--- src/rtl/pim_issue_ctrl.sv ---
// Issue controller for custom PIM-opcode instructions: forms rs1+imm, handshakes the
// request to the PIM macro, stalls EX until response/timeout, and drives writeback.
module pim_issue_ctrl #(
    parameter int DATA_W  = 32,
    parameter int TIMEOUT = 255
) (
    input  logic              i_clk,
    input  logic              i_rst_n,
    input  logic              i_pim_valid,
    input  logic              i_flush,
    input  logic [2:0]        i_funct3,
    input  logic [DATA_W-1:0] i_rs1_data,
    input  logic [DATA_W-1:0] i_rs2_data,
    input  logic [DATA_W-1:0] i_imm,
    input  logic [4:0]        i_rd,
    output logic              o_stall,
    output logic              o_pim_req_valid,
    input  logic              i_pim_req_ready,
    output logic [DATA_W-1:0] o_pim_addr,
    output logic [DATA_W-1:0] o_pim_wdata,
    output logic [2:0]        o_pim_op,
    input  logic              i_pim_resp_valid,
    input  logic [DATA_W-1:0] i_pim_resp_data,
    input  logic              i_pim_resp_err,
    output logic              o_wb_en,
    output logic [4:0]        o_wb_rd,
    output logic [DATA_W-1:0] o_wb_data,
    output logic              o_err
);

    // state | meaning
    // IDLE  | waiting for a PIM instruction in EX
    // REQ   | request presented, waiting for macro ready
    // WAIT  | request accepted, waiting for response or timeout
    // DONE  | one-cycle writeback / error report, stall released

    typedef enum logic [1:0] {
        S_IDLE = 2'd0,
        S_REQ  = 2'd1,
        S_WAIT = 2'd2,
        S_DONE = 2'd3
    } state_t;

    localparam logic [15:0] CNT_LAST = 16'(TIMEOUT - 1);

    state_t      state;
    logic [15:0] cnt;
    logic        kill;
    logic        wr_q;
    logic [4:0]  rd_q;

    logic              kill_nxt;
    logic              fin_err;
    logic              fin_wb;
    logic [DATA_W-1:0] fin_data;

    // Completion terms: a missing response (timeout) is reported as an error.
    always_comb begin
        kill_nxt = kill | i_flush;
        fin_err  = i_pim_resp_valid ? i_pim_resp_err : 1'b1;
        fin_wb   = wr_q & ~fin_err & ~kill_nxt & (rd_q != 5'd0);
        fin_data = fin_wb ? i_pim_resp_data : '0;
    end

    assign o_stall = (state == S_REQ) || (state == S_WAIT) ||
                     ((state == S_IDLE) && i_pim_valid && !i_flush);

    always_ff @(posedge i_clk or negedge i_rst_n) begin
        if (!i_rst_n) begin
            state           <= S_IDLE;
            cnt             <= '0;
            kill            <= 1'b0;
            wr_q            <= 1'b0;
            rd_q            <= '0;
            o_pim_req_valid <= 1'b0;
            o_pim_addr      <= '0;
            o_pim_wdata     <= '0;
            o_pim_op        <= '0;
            o_wb_en         <= 1'b0;
            o_wb_rd         <= '0;
            o_wb_data       <= '0;
            o_err           <= 1'b0;
        end else begin
            case (state)
                S_IDLE: begin
                    if (i_pim_valid && !i_flush) begin
                        o_pim_addr      <= i_rs1_data + i_imm;
                        o_pim_wdata     <= i_rs2_data;
                        o_pim_op        <= i_funct3;
                        rd_q            <= i_rd;
                        wr_q            <= i_funct3[2];
                        o_pim_req_valid <= 1'b1;
                        state           <= S_REQ;
                    end
                end
                S_REQ: begin
                    // An accepted handshake cannot be recalled, so it wins over flush.
                    if (i_pim_req_ready) begin
                        o_pim_req_valid <= 1'b0;
                        cnt             <= '0;
                        kill            <= i_flush;
                        state           <= S_WAIT;
                    end else if (i_flush) begin
                        o_pim_req_valid <= 1'b0;
                        state           <= S_IDLE;
                    end
                end
                S_WAIT: begin
                    kill <= kill_nxt;
                    if (i_pim_resp_valid || (cnt == CNT_LAST)) begin
                        o_wb_en   <= fin_wb;
                        o_wb_rd   <= fin_wb ? rd_q : 5'd0;
                        o_wb_data <= fin_data;
                        o_err     <= fin_err & ~kill_nxt;
                        state     <= S_DONE;
                    end else begin
                        cnt <= cnt + 16'd1;
                    end
                end
                S_DONE: begin
                    o_wb_en   <= 1'b0;
                    o_wb_rd   <= '0;
                    o_wb_data <= '0;
                    o_err     <= 1'b0;
                    kill      <= 1'b0;
                    state     <= S_IDLE;
                end
                default: state <= S_IDLE;
            endcase
        end
    end

endmodule
--- config.mk ---
export PLATFORM = sky130hd
export DESIGN_NAME = pim_issue_ctrl
export DESIGN_NICKNAME = d
export VERILOG_FILES = /design/src/rtl/pim_issue_ctrl.sv
export SDC_FILE = /design/constraint.sdc
export NUM_CORES = 1
export LEC_CHECK = 0
export BUFFER_PORTS_ARGS = -buffer_cell sky130_fd_sc_hd__buf_2
export CAP_MARGIN = 10
export CORE_ASPECT_RATIO = 1.1
export CORE_MARGIN = 2
export CORE_UTILIZATION = 50
export CTS_BUF_LIST = sky130_fd_sc_hd__clkbuf_16
export DETAILED_ROUTE_END_ITERATION = 7
export PLACE_DENSITY = 0.77
export SYNTH_ARGS = -nofsm -noshare
export SYNTH_HDL_FRONTEND = slang
export SYNTH_SLANG_ARGS = --single-unit
--- constraint.sdc ---
create_clock -name i_clk -period 2.9 [get_ports i_clk]
set_input_delay 0.58 -clock i_clk [delete_from_list [all_inputs] [get_ports i_clk]]
set_output_delay 0.58 -clock i_clk [all_outputs]
set_load 0.02 [all_outputs]
==> metrics.txt <==
initial antenna violation count=0; Reg2Reg Depth=7; Combinational Power Share=between 30% and 40%; Post-Place Worst Slack=0.0433 ns; Overflow after GRT=0; Clk Latency, worst-skew pair=0.41 ns; total negative slack=0 ns; final worst path period share=88.2%; TritonRoute pass-1 iters=5; Power Dens Cells=869 mW/mm^2; proportion of layout cells with a drive suffix above 1=30.5%; clock root buffer=clkbuf_16; Core ar.=0.0132 mm^2; VDD IR max=~0.52 mV; CTS tree=done; Row Count=44; Final WS setup=0.342 ns; Synth Register Bits=131; most frequent cells in the layout=249 x buf_2, 197 x nand2_1, 131 x dfrtp_1; commonest non-fill, non-tap cell in the layout=buf_2; Leak Pwr=4.78 nW; largest net degree at the start of global routing=77; Critical Path Stages=7; RD Place Congestion=just over 0.9; clock skew=0.00696 ns; routed length per instance=15.1 um; Psw=2.93 mW; synth unique cells=52; r2r endpoint=cnt[2]; Clock Path Buffers=2; Critical Path RT=around 3.2 ns; clock slew at reported path FFs=approximately 0.060 ns; worst-margin pin slew=0.676 ns; buffers plus inverters on the worst setup path=1; RR Startpoint=cnt[5]; synthesized area=between 0.006 and 0.007 mm^2; first-pass GRT wire length=28000 um; Worst slew margin=55.0%; Final Max Slew Viols=0; hold-fix buffers at CTS=0; M2 GR Usage=40.3%; worst path arrival time=around 2.8 ns; outcome=completed; post-route ant nets=0; DR iter-0 viols=289; Die H=approximately 130 um; # IOs=251; mean cell area of the mapped netlist=9.29 um^2; Worst path slowest cell=or4_4; # resized after CTS=0; Inserted Clock Buffers=17; M3 GR Usage=5.44%; syn_nets=913; Final min period=2.56 ns; fmax=0.391 GHz; Die W=between 100 and 150 um; vias in the first global route=5765; CP Max Fanout=14; Post-synth EDFFs=0; critical path launch point type=register; GRT busiest layer=met2; Vias/cell=about 5.3; crit-path cells=nand4_1 > or4_4 > o311ai_4 > a21bo_2 > inv_1 > nand2_1 > o21ai_0; Die Footprint=approximately 0.015 mm^2; critical path's top delay family=simple AND/OR/NAND/NOR gates; P_int=4.78 mW; part of the Yosys area used for sequential elements=48.3%; met1 usage=a little under a third; Yosys warnings=0; DP Wirelength=around 13000 um; unrepaired setup endpoints after global routing=no; total track usage=roughly a quarter; maxcap violations=0; Util after Layout=between 60 and 70%; Via Count=6177; CTS sink cnt=about 130; Post-Synthesis Cells=roughly 730; CP max stage delay=0.46 ns; R2R Setup Slk=0.34 ns; Clock power frac=29.5%; asr flop ratio synth=between 90% and 100%; worst setup path category=register to register; Final Net Count=about 1200; CP Capture Type=register; Hold WC Path Type=input pin to asynchronous set/reset pin; Starting Density=51.4%; Setup-failing EPs final=0; CTS HTree Levels=4; number of setup buffers added after CTS=0; Final Hold Vio Count=0; Sequential Power Share=a little over a third; drt drc=0; IO buf count=250; hold slack=0.116 ns; sw frac=38.0%; Post-synth top flop=dfrtp_1; synthesis-to-finish area growth=30.6%; Antenna Cells=0; Post-Route WL=17400 um
through the flow:
| stage | instances | power, mW | cell area, um^2 |
|---|---|---|---|
| floorplan | 731 | 4.45 | 6790 |
| global placement | 1124 | 5.41 | 8240 |
| detailed placement | 1124 | 5.47 | 8240 |
| CTS | 1156 | 7.78 | 8870 |
| global route | 1156 | 8.20 | 8870 |
| finish | 1156 | 7.71 | 8870 |
logic make-up after synthesis:
| family | Yosys count | synth area share (%) |
|---|---|---|
| AOI/OAI and AO/OA | 196 | 19.2 |
| xor gates and xnor gates | 33 | 4.25 |
| adders and majority gates | 39 | 7.29 |
| buffers and inverters | 46 | 2.93 |
| DFF | 131 | 48.3 |
| muxes | 1 | 0.147 |
| and+or+nand+nor | 285 | 17.9 |
registers in the layout (all words and copies together) (netlist names), 3 cells and up, named ones only:
| name | count |
|---|---|
| cnt | 16 |
| o_pim_addr | 32 |
| o_pim_op | 3 |
| o_pim_wdata | 32 |
| o_wb_data | 32 |
| o_wb_rd | 5 |
| rd_q | 5 |
power groups by stage:
stage                     Clock, mW  Combinational (mW)  Sequential [mW]
after floorplan                   0                1.12             3.33
after global placement            0                2.70             2.72
after detailed placement          0                2.74             2.73
after CTS                      2.32                2.75             2.71
after global routing           2.40                3.01             2.78
final                          2.27                2.72             2.71
how the worst max path moves through the flow:
stage,slack [ns],startpoint,end
floorplan,0.42,i_rs1_data[0],o_pim_addr[26]
global placement,0.09,i_imm[0],o_pim_addr[30]
detailed placement,0.04,i_imm[0],o_pim_addr[30]
CTS,0.35,cnt[5],cnt[2]
global route,0.21,cnt[5],cnt[2]
finish,0.34,cnt[5],cnt[2]
metal layers:
metal,vias to the layer above,wire (um)
li1,3052,-
met1,2870,7500
met2,222,8480
met3,33,1050
met4,0,406
met5,-,0
area by class of cell:
type	instances	area, um^2
tap	161	201
fill	1106	4340
sequential	131	3280
clock inverter	15	206
clock buffer	17	425
multi-input combinational	554	3320
inverter	15	56.3
timing repair buffer	263	1380
Yosys cell counts, drive strengths merged, types with 2 or more instances:
master  number  share of area, %
ha          38               7.0
o21bai       5              0.55
a22o        37               4.8
a21o        12               1.3
a31oi        4              0.37
o211ai       8              0.88
nor2        28               1.5
a21bo        2              0.29
nand2      197                11
a211oi       5              0.55
xnor2       19               2.4
nand3       15               1.1
a21oi       29               2.2
o21ai       70               5.2
nand4        6              0.55
buf          7              0.77
dfrtp      131                48
o311ai       2              0.52
inv         15              0.83
clkbuf      24               1.3
nand2b       7              0.64
nor2b        4              0.37
o41ai        2              0.26
a21boi       3              0.33
o31ai       10               1.1
and2         9              0.83
xor2        14               1.8
nand4b       2              0.26
and3         6              0.55
or4          3              0.39
nor3         3              0.22
(Power assumes the default switching activity.)
